### src/rtl/axrm_pkg.sv
// Shared definitions for the approximate-multiplier error sweep: default width,
// sweep state encoding and the pair-count helper.
package axrm_pkg;

    localparam int AXRM_W = 4;

    typedef enum logic [1:0] {
        IDLE  = 2'd0,
        RUN   = 2'd1,
        DRAIN = 2'd2,
        DONE  = 2'd3
    } state_t;

    // Number of operand pairs in an exhaustive W x W sweep.
    function automatic int unsigned pair_count(input int unsigned w);
        return 32'd1 << (2 * w);
    endfunction

endpackage

### src/rtl/axrm_err_acc.sv
// Error accumulator: absolute error distance, saturating distance sum, worst case
// and exact-match count. Optional worst-case operand trace under AXRM_WCE_TRACE_EN.
module axrm_err_acc #(
    parameter int W     = 4,
    parameter int CNT_W = 2 * W + 1,
    parameter int SUM_W = 4 * W
) (
    input  logic             clk,
    input  logic             rst,
    input  logic             clr,
    input  logic             in_vld,
    input  logic [2*W-1:0]   exact,
    input  logic [2*W-1:0]   approx,
`ifdef AXRM_WCE_TRACE_EN
    input  logic [W-1:0]     in_a,
    input  logic [W-1:0]     in_b,
    output logic [W-1:0]     wce_a,
    output logic [W-1:0]     wce_b,
`endif
    output logic [CNT_W-1:0] correct_cnt,
    output logic [SUM_W-1:0] ed_sum,
    output logic [2*W-1:0]   ed_max
);

    logic [2*W:0]   diff;
    logic [2*W-1:0] ed;
    logic [SUM_W:0] sum_ext;

    // The extra sign bit of the widened subtract selects which direction to take.
    assign diff    = {1'b0, exact} - {1'b0, approx};
    assign ed      = diff[2*W] ? (approx - exact) : diff[2*W-1:0];
    assign sum_ext = {1'b0, ed_sum} + (SUM_W + 1)'(ed);

    always_ff @(posedge clk or posedge rst) begin
        if (rst) begin
            correct_cnt <= '0;
            ed_sum      <= '0;
            ed_max      <= '0;
`ifdef AXRM_WCE_TRACE_EN
            wce_a       <= '0;
            wce_b       <= '0;
`endif
        end else if (clr) begin
            correct_cnt <= '0;
            ed_sum      <= '0;
            ed_max      <= '0;
`ifdef AXRM_WCE_TRACE_EN
            wce_a       <= '0;
            wce_b       <= '0;
`endif
        end else if (in_vld) begin
            correct_cnt <= correct_cnt + {{(CNT_W-1){1'b0}}, (ed == '0)};
            // Clamp at all-ones when a narrow sum width is chosen.
            ed_sum      <= sum_ext[SUM_W] ? {SUM_W{1'b1}} : sum_ext[SUM_W-1:0];
            if (ed > ed_max) begin
                ed_max <= ed;
`ifdef AXRM_WCE_TRACE_EN
                wce_a  <= in_a;
                wce_b  <= in_b;
`endif
            end
        end
    end

endmodule

### src/rtl/axrm_err_sweep.sv
// Exhaustive error sweep around an external combinational multiplier: pair
// counter, FSM and capture stage; AXRM_WCE_TRACE_EN adds worst-case operand outputs.
module axrm_err_sweep
    import axrm_pkg::*;
#(
    parameter int W     = AXRM_W,
    parameter int CNT_W = 2 * W + 1,
    parameter int SUM_W = 4 * W
) (
    input  logic             clk,
    input  logic             rst,
    input  logic             start,
    output logic [W-1:0]     op_a,
    output logic [W-1:0]     op_b,
    output logic             op_vld,
    input  logic [2*W-1:0]   approx_y,
    output logic             busy,
    output logic             done,
`ifdef AXRM_WCE_TRACE_EN
    output logic [W-1:0]     wce_a,
    output logic [W-1:0]     wce_b,
`endif
    output logic [CNT_W-1:0] correct_cnt,
    output logic [SUM_W-1:0] ed_sum,
    output logic [2*W-1:0]   ed_max
);

    localparam logic [2*W-1:0] IDX_LAST = (2 * W)'(pair_count(W) - 1);

    state_t         state;
    logic [2*W-1:0] idx;
    logic           start_accept;

    logic           s1_vld;
    logic [2*W-1:0] s1_exact;
    logic [2*W-1:0] s1_approx;
`ifdef AXRM_WCE_TRACE_EN
    logic [W-1:0]   s1_a;
    logic [W-1:0]   s1_b;
`endif

    assign start_accept = start && ((state == IDLE) || (state == DONE));

    // The pair index is the operand register: A is the outer loop, B the inner.
    assign op_a = idx[2*W-1:W];
    assign op_b = idx[W-1:0];

    always_ff @(posedge clk or posedge rst) begin
        if (rst) begin
            state  <= IDLE;
            idx    <= '0;
            op_vld <= 1'b0;
            busy   <= 1'b0;
            done   <= 1'b0;
        end else begin
            case (state)
                IDLE, DONE: begin
                    if (start) begin
                        state  <= RUN;
                        idx    <= '0;
                        op_vld <= 1'b1;
                        busy   <= 1'b1;
                        done   <= 1'b0;
                    end
                end
                RUN: begin
                    if (idx == IDX_LAST) begin
                        state  <= DRAIN;
                        op_vld <= 1'b0;
                    end else begin
                        idx <= idx + 1'b1;
                    end
                end
                DRAIN: begin
                    state <= DONE;
                    busy  <= 1'b0;
                    done  <= 1'b1;
                end
                default: state <= IDLE;
            endcase
        end
    end

    // Capture stage: exact reference and returned approximation for the same pair.
    always_ff @(posedge clk or posedge rst) begin
        if (rst) begin
            s1_vld    <= 1'b0;
            s1_exact  <= '0;
            s1_approx <= '0;
`ifdef AXRM_WCE_TRACE_EN
            s1_a      <= '0;
            s1_b      <= '0;
`endif
        end else if (start_accept) begin
            s1_vld <= 1'b0;
        end else begin
            s1_vld <= op_vld;
            if (op_vld) begin
                s1_exact  <= {{W{1'b0}}, op_a} * {{W{1'b0}}, op_b};
                s1_approx <= approx_y;
`ifdef AXRM_WCE_TRACE_EN
                s1_a      <= op_a;
                s1_b      <= op_b;
`endif
            end
        end
    end

    axrm_err_acc #(
        .W     (W),
        .CNT_W (CNT_W),
        .SUM_W (SUM_W)
    ) u_acc (
        .clk         (clk),
        .rst         (rst),
        .clr         (start_accept),
        .in_vld      (s1_vld),
        .exact       (s1_exact),
        .approx      (s1_approx),
`ifdef AXRM_WCE_TRACE_EN
        .in_a        (s1_a),
        .in_b        (s1_b),
        .wce_a       (wce_a),
        .wce_b       (wce_b),
`endif
        .correct_cnt (correct_cnt),
        .ed_sum      (ed_sum),
        .ed_max      (ed_max)
    );

endmodule

### config.mk
export PLATFORM = sky130hd
export DESIGN_NAME = axrm_err_sweep
export DESIGN_NICKNAME = d
export VERILOG_FILES = /design/src/rtl/axrm_pkg.sv /design/src/rtl/axrm_err_acc.sv /design/src/rtl/axrm_err_sweep.sv
export SDC_FILE = /design/constraint.sdc
export NUM_CORES = 1
export LEC_CHECK = 0
export ABC_AREA = 1
export CAP_MARGIN = 20
export CELL_PAD_IN_SITES_DETAIL_PLACEMENT = 0
export CELL_PAD_IN_SITES_GLOBAL_PLACEMENT = 2
export CORE_MARGIN = 2
export CORE_UTILIZATION = 35
export DETAILED_ROUTE_END_ITERATION = 10
export GPL_TIMING_DRIVEN = 0
export PLACE_DENSITY = 0.86
export REMOVE_ABC_BUFFERS = 1
export SETUP_SLACK_MARGIN = 0.4
export SLEW_MARGIN = 20
export SYNTH_ARGS = -nofsm -noshare
export SYNTH_HDL_FRONTEND = slang
export SYNTH_HIERARCHICAL = 1
export SYNTH_SLANG_ARGS = --single-unit
### constraint.sdc
create_clock -name clk -period 5.05 [get_ports clk]
set_input_delay 0.7575 -clock clk [delete_from_list [all_inputs] [get_ports clk]]
set_output_delay 0.7575 -clock clk [all_outputs]
set_load 0.02 [all_outputs]
# After elaboration in Yosys (flattened, before gate mapping)
# Cells that the tools add are included.
[word_totals] word_cells=63 input_bits=11 regBits=63
[classes] muxes=22 mul=1 eq_ne=7 bitwise_logic=1 n_reduce_logical=15 n_addsub=5 order_cmp=1
[ops] op="2-to-1 mux 16 bit" count=3
[ops] op="2-to-1 mux 8 bit" count=6
[ops] op="2-to-1 mux 9 bit" count=2
[ops] op="adder 16 x 8 -> 17 bit" count=1
[ops] op="one-hot mux 8 bit (2 select lines)" count=1
[ops] op="adder 9 x 1 -> 9 bit" count=1
[ops] op="subtractor 8 x 8 -> 9 bit" count=1
[ops] op="adder 8 x 1 -> 8 bit, second input constant" count=1
[ops] op="== test 8 bit, second input constant" count=1
[ops] op="> comparator 8 bit" count=1
[ops] op="logical NOT 8 bit" count=1
[ops] op="multiplier 4 x 4 -> 8 bit" count=1
[ops] op="AND reduction 2 bit" count=4
[ops] op="nonzero test 2 bit" count=4
[ops] op="subtractor 8 bit" count=1
[ops] op="!= test 2 bit, second input constant" count=3
[ops] op="one-hot mux 1 bit (2 select lines)" count=3
[ops] op="one-hot mux 2 bit (3 select lines)" count=1
[ops] op="AND reduction 3 bit" count=2
[ops] op="== test 2 bit, second input constant" count=2
[ops] op="2-to-1 mux 1 bit" count=4
[ops] op="2-to-1 mux 2 bit" count=2
[ops] op="== test 2 x 1 -> 1 bit, second input constant" count=1
[ops] op="logical NOT 2 bit" count=1
[ops] op="4 further kinds" count=4

# Depth between registers and ports, before layout
[depth] depth_word=6 depth_mapped=25 depth_no_buf=24

# Cells and area by module
# Netlist, hierarchy kept.
[by_module_without_submodules] module="axrm_err_acc" seq_area_each_um2=825.8 cells_each=503 n_inst=1 area_per_inst_um2=3209.3
[by_module_without_submodules] module="axrm_err_sweep" seq_area_each_um2=750.7 cells_each=239 n_inst=1 area_per_inst_um2=1875.5

# Worst setup path before layout
# No wires, ideal clock.
[synth_timing] path_kind="flip-flop to flip-flop" startpoint="register s1_exact[0]" endpoint="register u_acc.ed_sum[8]" arrival_time_ns=2.823 t_required_ns=4.923 path_stages_with_launch=21 path_buffers=1 path_slack_ns=2.100 path_cell_list="dfrtp_1 inv_1 ha_1 inv_1 fa_1 nand3_1 nand3_2 a21oi_2 nand2_1 nand2_1 inv_1 ha_1 a21oi_1 nor2_1 nor2_1 nand2_1 nand3_2 buf_6 nand3_1 nand2_1 o21ai_0"
[synth_between] elab_chain_len=6 word_cells_on_any_way=7
[synth_rtl] element="start, declared" line="axrm_err_sweep.sv:35" source="logic [2*W-1:0] s1_exact;"
[synth_rtl] element="start signal, assigned" line="axrm_err_sweep.sv:99" source="s1_exact <= {{W{1'b0}}, op_a} * {{W{1'b0}}, op_b};"
[synth_rtl] element="subtractor 8 x 8 -> 9 bit or subtractor 8 bit (tied branches)" line="axrm_err_acc.sv:30, axrm_err_acc.sv:31"
[synth_rtl] element="2-to-1 mux 8 bit *" line="axrm_err_acc.sv:31" source="assign ed = diff[2*W] ? (approx - exact) : diff[2*W-1:0];"
[synth_rtl] element="adder 16 x 8 -> 17 bit *" line="axrm_err_acc.sv:32" source="assign sum_ext = {1'b0, ed_sum} + (SUM_W + 1)'(ed);"
[synth_rtl] element="2-to-1 mux 16 bit *" line="axrm_err_acc.sv:54" source="ed_sum <= sum_ext[SUM_W] ? {SUM_W{1'b1}} : sum_ext[SUM_W-1:0];"
[synth_rtl] element="2-to-1 mux 16 bit *" line="axrm_err_acc.sv:51" source="end else if (in_vld) begin"
[synth_rtl] element="2-to-1 mux 16 bit *" line="axrm_err_acc.sv:43" source="end else if (clr) begin"
[synth_rtl] element="end signal, assigned" line="axrm_err_acc.sv:54"
[synth_rtl] element="end, declared" line="axrm_err_acc.sv:21" source="output logic [SUM_W-1:0] ed_sum,"
# Mark *: on every way between the ends. The rest lies on a longest branch, timed or not. The select of a mux whose other input is x is not followed.
# A chain may end at the register's enable or synchronous reset.

# Worst setup path after layout
[layout_timing] startpoint="register s1_exact[0]" endpoint="register u_acc.ed_sum[4]"
# Same word-level chain as after synthesis.

==> impl_metrics.yaml <==
placement:
  gp_congestion: 0.821
  dp_hpwl_mm: 9.64
  port_buffers: 54
hold_path:
  hold_depth: 2
  hold_end: "s1_approx[7]"
  worstHoldPathType: "register to register"
  min_from: "s1_approx[7]"
power_and_ir_drop:
  ir_worst_vdd_uv: 243
  power-per-cell-area_nw_per_um2: 608
  leakage_uw: 0.00330
worst_setup_path:
  crit_buf_inv: 4
  crit_path_end_kind: "register"
  critPathLaunchType: "register"
  cp.arrival_ns: 3.92
  worstPathMaxFanout: 12
  reg2reg_slack_ns: 1.36
  worstPathRequired_ns: 5.28
  criticalPathCategory: "register to register"
  timing.rr.start: "s1_exact[0]"
  cp.depth: 19
  critPathSlowestCell: "fa_1"
  crit_path_cell_trace: "inv_1 > ha_1 > inv_1 > fa_1 > nand3_1 > nand3_2 > a21oi_2 > nand2_1 > nand2_1 > inv_1 > ha_1 > a21oi_1 > nor2_1 > nor2_1 > nand2_1 > nand3_2 > inv_1 > o21ai_0 > nand2_1"
  max_stage_delay_ns: 0.47
  cp_top_family: "simple AND/OR/NAND/NOR gates"
  reg2reg_to: "u_acc/ed_sum[4]"
  reg2regPathDepth: 19
logic_synthesis:
  ys_warn_count: 6
  synth-seq-area-share_pct: 31.0
  avgSynthCellArea_um2: 6.85
  ys_top_cells_by_area: "dfrtp_1 31%, nand2_1 20%, ha_1 12%"
  ys_ff_latch: 63
  synth-main-ff-cell: "dfrtp_1"
  syn_inst: 742
  netlist.area_leader.share_pct: 31.0
  synth-edff-count: 0
  ys_async_sr_fraction_pct: 100
  synth_top_area_cell: "dfrtp_1"
  synth.distinct_cells: 39
  synth_area_um2: 5080
detailed_routing:
  drt-initial-drc-count: 271
  wire_per_inst_um: 12.6
  vias: 4570
  via_per_inst: 4.64
  drt-pass1-iter-count: 4
  antenna_left: 0
  drc: 0
  finalWirelength_mm: 12.4
sta:
  finalHoldViolCount: 0
  rsz0062_at_grt: "no"
  setup_tns_ns: 0
  skew_ns: 0.00587
  slew_headroom_pct: 45.8
  period_share_pct: 73.1
  hold-worst-slack_ns: 0.490
  period_minus_slack_ns: 3.69
  tightest_slew_ns: 0.813
  slew_violations: 0
  setup_viol: 0
  fmax_mhz: 271
final_layout:
  drive_gt1_share_pct: 6.88
  fillCellCount: 1449
  seq_area_um2: 1580
  multi_input_area_um2: 2940
  n_antenna_cell: 0
  nets: 862
  final_cell_mix: "275 x nand2_1, 118 x inv_1, 63 x dfrtp_1"
  final_common_cell: "nand2_1"
  areaGrowthSynthToFinish_pct: 20.2
cts:
  cts_tree: "yes"
  cts_root_buffer: "clkbuf_16"
  clkSlewWorstSetupHoldPaths_ns: 0.06
  cts_buffers: 9
  clock_latency_ns: 0.34
  clk_path_buf_depth: 2
  holdBufCountCts: 0
  clock-sinks: 63
  cts-resized-gates: 0
  cts_setup_buffers: 0
  h-tree-depth: 3
outcome:
  status: "finished clean"
floorplanning:
  initial_core_util_pct: 35.4
  rows: 44
  dieHeight_um: 125
  die_w_um: 125
  dieArea_um2: 15500
  core_region_area_um2: 14400
  num_io_pins: 55
grt:
  grt_first_pass_wirelength_mm: 21.2
  grt_pass1_vias: 4347
  grt-ovfl-total: 0
  antenna_found_initial: 0
  grt_usage_pct: 17.0
  grt_max_degree: 31
flow_run:
  cap_violations: 0
[worst min-delay path, cell delays in order, from the launching register on]
cell and delay (ns):
dfrtp_1 0.35, nand2_1 0.06, nand2_1 0.05
[cell families after synthesis]
| group | count (synthesis) | synth area share, % |
|---|---|---|
| buffers and inverters | 139 | 11.2 |
| adder cells (fa/ha/maj) | 56 | 14.8 |
| AND/OR/NAND/NOR | 414 | 34.8 |
| XOR/XNOR | 6 | 1.03 |
| AO/OA/AOI/OAI | 64 | 7.11 |
| flip-flops | 63 | 31.0 |
[Yosys cell counts, types with 3 or more instances]
cell     instances
dfrtp_1         63
nand4_1         11
inv_1          120
buf_6            3
a21oi_1         20
nand3_1         62
o21ai_0         23
nor3_1           6
nor2_1          37
nand3_2          3
xnor2_1          5
or2_2            5
o21ai_1          7
buf_2            6
inv_2            5
nand2_2          7
ha_1            49
nand2_1        275
nand2_4          3
fa_1             7
[metal layers]
metal | GRT usage (%) | part of all wire (%) | wire length (um) | up-vias
li1 | - | - | - | 2432
met3 | 3.52 | 3.4 | 426 | 12
met1 | 24.4 | 53 | 6540 | 2057
met2 | 25.6 | 43 | 5320 | 69
met5 | 0 | 0 | 0 | -
met4 | 5.02 | 1.2 | 153 | 0
[power breakdown]
part,switching (uW),internal [uW]
clock,245,423
combinational,1470,818
sequential,115,641
total,1830,1880
[per-stage QoR]
stage / power, uW / setup WS [ns] / utilization [%] / cells / instance area (um^2)
after floorplan: 2410 / 2.05 / - / 729 / 4990
after global placement: 3020 / 1.39 / 40.1 / 967 / 5760
after detailed placement: 3060 / 1.36 / 40.3 / 968 / 5790
after CTS: 3750 / 1.35 / 42.5 / 984 / 6110
after global routing: 4140 / 0.975 / 42.5 / 984 / 6110
final: 3710 / 1.36 / 42.5 / 984 / 6110
[how the worst max path moves through the flow]
| stage | start | to |
|---|---|---|
| after global routing | s1_exact[0] | u_acc/ed_sum[4] |
| after detailed placement | s1_exact[0] | u_acc/ed_sum[4] |
| final | s1_exact[0] | u_acc/ed_sum[4] |
| after floorplan | s1_exact[0] | u_acc/ed_sum[2] |
| after CTS | s1_exact[0] | u_acc/ed_sum[4] |
| after global placement | s1_exact[0] | u_acc/ed_sum[4] |
[layout make-up]
type	instances	share of cell area, %
Timing Repair Buffer	55	9.29
Multi-Input combinational cell	540	48.2
Clock buffer	12	4.36
Clock inverter	4	0.839
Sequential cell	63	25.8
Inverter	126	7.78
Tap cell	184	3.77
[state kept, by name, summed over array words and instances (netlist names)]
register,cells
busy,1
done,1
idx,8
op_vld,1
s1_approx,8
s1_exact,8
s1_vld,1
state,2
u_acc/correct_cnt,9
u_acc/ed_max,8
u_acc/ed_sum,16
No activity file was read; power rests on OpenSTA's default activity.
==> variant 1 (config.mk and constraints unchanged) <==
Change the package constant `AXRM_W` from 4 to 6.
--- a/src/rtl/axrm_pkg.sv
+++ b/src/rtl/axrm_pkg.sv
@@ -2,7 +2,7 @@
 // sweep state encoding and the pair-count helper.
 package axrm_pkg;
 
-    localparam int AXRM_W = 4;
+    localparam int AXRM_W = 6;
 
     typedef enum logic [1:0] {
         IDLE  = 2'd0,
Ports: changed (6 resized); port bits go from 55 to 79. No check against the original RTL was run, so the function may have changed too.
==> variant 1 against the unedited design <==
  * Wire length is 73% higher
  * Total power is 40% higher
  * Setup slack worse by 0.49 ns
  * Non-clock buffer count is 25 higher
  * Final cell count is 62% higher
  * Largest power group unchanged
  * Cell area is 57% higher
  * Area after synthesis is 62% higher
  * Global-route usage is 1.3 points higher
  * Sequential cell count is 28 higher
==> variant 1: results (changes against the unedited design) <==
number of nets in the layout=1381 (+60%); number of optimization iterations in the first detailed-route pass=5 (+1); R2R setup slack=0.87 ns (-0.49 ns); switching power total=2660 µW (+45%); Switching Fraction=51.1% (+1.8 points); area post-placement=0.00924 mm² (+60%); maximum number of pins on one net before global-route repair=50 (+61%); clock tree root driver cell=sky130_fd_sc_hd__clkbuf_16; Achievable Freq=239 MHz (-12%); Pleak=0.00513 µW (+55%); weighted congestion reported at the end of routability-driven placement=0.818 (-0.43%); met3 wire length=791 µm (+86%); slew at the pin closest to its max-slew limit=0.994 ns (+0.181 ns); Place WS=0.753 ns (-0.603 ns); fillcell total=2524 (+74%); Met2 Routed Length=9.74 mm (+83%); fraction of layout cells with a size suffix above 1=6.81% (-0.067 points); met3 usage=2.75% (-0.77 points); worst voltage drop across the vdd grid=0.291 mV (+20%); total vias in the final route=7436 (+63%); leading post-synthesis cells by cell area=sky130_fd_sc_hd__dfrtp_1 (28%), sky130_fd_sc_hd__nand2_1 (19%), sky130_fd_sc_hd__ha_1 (11%), sky130_fd_sc_hd__inv_1 (9.3%), sky130_fd_sc_hd__nand3_1 (5.0%); post-DR wirelength/cell=13.5 µm (+6.8%); launch point of the worst reg-to-reg path=s1_exact[9]$_DFFE_PP0P_; startpoint of the tightest hold check path=s1_approx[11]$_DFFE_PP0P_; result of the run=finished, final reports clean; critical path peak fanout=7 (-5); Finished Layout Cells=1597 (+62%); terminating pin of the worst hold path=s1_approx[11]$_DFFE_PP0P_; end point of the critical path=u_acc/correct_cnt[10]$_DFFE_PP0P_; number of global-route vias before repair=7175 (+65%); count of distinct cell types in the synthesized netlist=47 (+21%); sum of net half-perimeters after detailed placement=16.5 mm (+71%); first-pass GRT wire length=36.0 mm (+69%); number of port buffers=78 (+44%); Worst Setup Start Kind=flip-flop; detailed router's first-iteration violation count=369 (+36%); number of buffers between clock root and the deepest sink=2 (unchanged); Hold/Removal Path Class=flip-flop to flip-flop; met2 Resource Use GR=29.5% (+3.9 points); slowest stage delay, CP=0.42 ns (-0.05 ns); proportion of synthesized chip area in sequential cells=27.6% (-3.4 points); largest registers=u_acc/ed_sum: 24 flops, u_acc/correct_cnt: 13 flops; M1 GR Usage=26.0% (+1.5 points); R2R cell count=25 (+6); power share of the combinational group=63.8% (+2.1 points); instance count of the mapped netlist=1212 (+63%); final worst hold slack=0.487 ns (-0.00327 ns); clock input transition at the sequential cells of the worst setup and hold paths=around 0.070 ns; critical path data arrival time=4.48 ns (+0.56 ns); worst skew pair latency=0.36 ns (+0.02 ns); GRT Total Usage=18.3% (+1.3 points)
variant 1: cell types whose count changed in the layout (fill, tap and decap cells not counted), sizes merged, moves of 18 or more:
cell | before | now
nand2 | 285 | 449
ha | 49 | 73
nor2 | 41 | 79
nand3 | 66 | 85
o21ai | 32 | 50
inv | 127 | 212
clkdlybuf4s50 | 54 | 78
a21oi | 21 | 46
dfrtp | 63 | 91
variant 1: cell families after synthesis:
family                     share of synthesized area [%]
and+or+nand+nor                                     34.4
buffers and inverters                               12.3
AOI/OAI and AO/OA                                   8.36
adders and majority gates                           15.9
DFF                                                 27.6
xor gates and xnor gates                            1.38
variant 1: cell type report:
class                      count  area share, %
sequential                    91           23.7
clock inverter                 6           1.24
clock buffer                  10           2.48
multi-input combinational    879           51.7
timing repair buffer          80           8.40
tap                          319           4.15
inverter                     212           8.32
variant 1: what timing repair did:
action / CTS / global route
setup endpoints to repair: 0 / 2
gates resized for setup: 0 / 2
setup buffers: 0 / 1
==> variant 2 (same settings) <==
Without the edit above. Add an input register stage for `start` and `approx_y`, without a reset; this delays them by one clock.
--- a/src/rtl/axrm_err_sweep.sv
+++ b/src/rtl/axrm_err_sweep.sv
@@ -27,6 +27,14 @@
 
     localparam logic [2*W-1:0] IDX_LAST = (2 * W)'(pair_count(W) - 1);
 
+    logic start_q;
+    logic [2*W-1:0] approx_y_q;
+
+    always_ff @(posedge clk) begin
+        start_q    <= start;
+        approx_y_q <= approx_y;
+    end
+
     state_t         state;
     logic [2*W-1:0] idx;
     logic           start_accept;
@@ -39,7 +47,7 @@
     logic [W-1:0]   s1_b;
 `endif
 
-    assign start_accept = start && ((state == IDLE) || (state == DONE));
+    assign start_accept = start_q && ((state == IDLE) || (state == DONE));
 
     // The pair index is the operand register: A is the outer loop, B the inner.
     assign op_a = idx[2*W-1:W];
@@ -55,7 +63,7 @@
         end else begin
             case (state)
                 IDLE, DONE: begin
-                    if (start) begin
+                    if (start_q) begin
                         state  <= RUN;
                         idx    <= '0;
                         op_vld <= 1'b1;
@@ -97,7 +105,7 @@
             s1_vld <= op_vld;
             if (op_vld) begin
                 s1_exact  <= {{W{1'b0}}, op_a} * {{W{1'b0}}, op_b};
-                s1_approx <= approx_y;
+                s1_approx <= approx_y_q;
 `ifdef AXRM_WCE_TRACE_EN
                 s1_a      <= op_a;
                 s1_b      <= op_b;
Behaviour: not the same (Yosys sat finds a counterexample within 4 cycles, from zero or initial values and one cycle with rst high).
==> variant 2 against the unedited design <==
  * Area after synthesis rose by 3.9%
  * Critical endpoint unchanged
  * Clock skew rose by 0.00098 ns
  * Non-clock buffer count did not move
  * Setup slack improved by 0.017 ns
  * Wire length rose by 1.4%
  * Combinational power rose by 16%
  * Critical path depth did not move
  * Cell area rose by 2.3%
  * Total power rose by 9.5%
  * Sequential cell count rose by 9
==> variant 2: results (changes against the unedited design) <==
result of the run=finished, final reports clean; Place WS=1.45 ns (+0.0935 ns); top cells by count, synth=sky130_fd_sc_hd__nand2_1 (269), sky130_fd_sc_hd__inv_1 (122), sky130_fd_sc_hd__dfrtp_1 (63); power share of the combinational group=65.1% (+3.4 points); number of nets in the layout=869 (+0.81%); detailed router's first-iteration violation count=234 (-14%); Mapped Avg Cell Area=7.05 µm² (+2.9%); Finished Layout Cells=991 (+0.71%); crit path time final=3.68 ns (-0.0166 ns); area used by multi-input combinational logic=0.00295 mm² (+0.13%); worst slew margin relative to its limit=44.8% (-0.94 points); fillcell total=1509 (+4.1%); terminating pin of the worst hold path=s1_approx[6]$_DFFE_PP0P_; area post-placement=0.00598 mm² (+3.3%); worst voltage drop across the vdd grid=0.272 mV (+12%); first-pass GRT wire length=21.9 mm (+2.9%); maximum number of pins on one net before global-route repair=31 (unchanged); final worst hold slack=0.423 ns (-0.0670 ns); count of distinct cell types in the synthesized netlist=40 (+2.6%); startpoint of the tightest hold check path=approx_y_q[6]$_DFF_P_; areal power density over the cells=651 mW/mm² (+7.1%); weighted congestion reported at the end of routability-driven placement=0.791 (-3.7%); Worst Clk Skew=0.00685 ns (+0.000979 ns); leading post-synthesis cells by cell area=sky130_fd_sc_hd__dfrtp_1 (30%), sky130_fd_sc_hd__nand2_1 (19%), sky130_fd_sc_hd__ha_1 (12%), sky130_fd_sc_hd__inv_1 (8.7%), sky130_fd_sc_hd__nand3_1 (5.8%); sum of net half-perimeters after detailed placement=9.92 mm (+2.9%); proportion of synthesized chip area in sequential cells=33.2% (+2.2 points); slowest stage delay, CP=0.45 ns (-0.02 ns); fraction of layout cells with a size suffix above 1=6.94% (+0.064 points)
variant 2: kinds of logic after synthesis:
kind of cell	after synthesis	share of synthesized area, %
fa+ha+maj	56	14.3
xor+xnor	6	0.995
compound gates	67	7.36
buf+inv	141	11.1
simple gates	407	33.1
flops	72	33.2
variant 2: routing by layer:
layer,part of all wire (%),wire length [µm],vias to the layer above,GRT usage (%)
met5,0,0,-,0
met4,1.7,213,0,5.49
met3,4.0,503,14,2.57
met2,43,5460,79,26.5
met1,51,6440,2095,23.3
li1,-,-,2452,-
variant 2: cell type report:
cell class | instances | area share [%]
multi-input cells | 536 | 47.2
clock inverters | 5 | 0.541
repair buffers | 55 | 9.09
inverters | 128 | 7.69
flip-flops and latches | 72 | 28.1
clock buffers | 11 | 3.72
well taps | 184 | 3.68
variant 2: critical path, delay by kind of cell (launching register included):
kind                     cells  cell delay [ns]
buffers and inverters        4             0.38
flip-flops                   1             0.40
adder cells (fa/ha/maj)      3             0.94
AO/OA/AOI/OAI                3             0.71
AND/OR/NAND/NOR              9             1.14
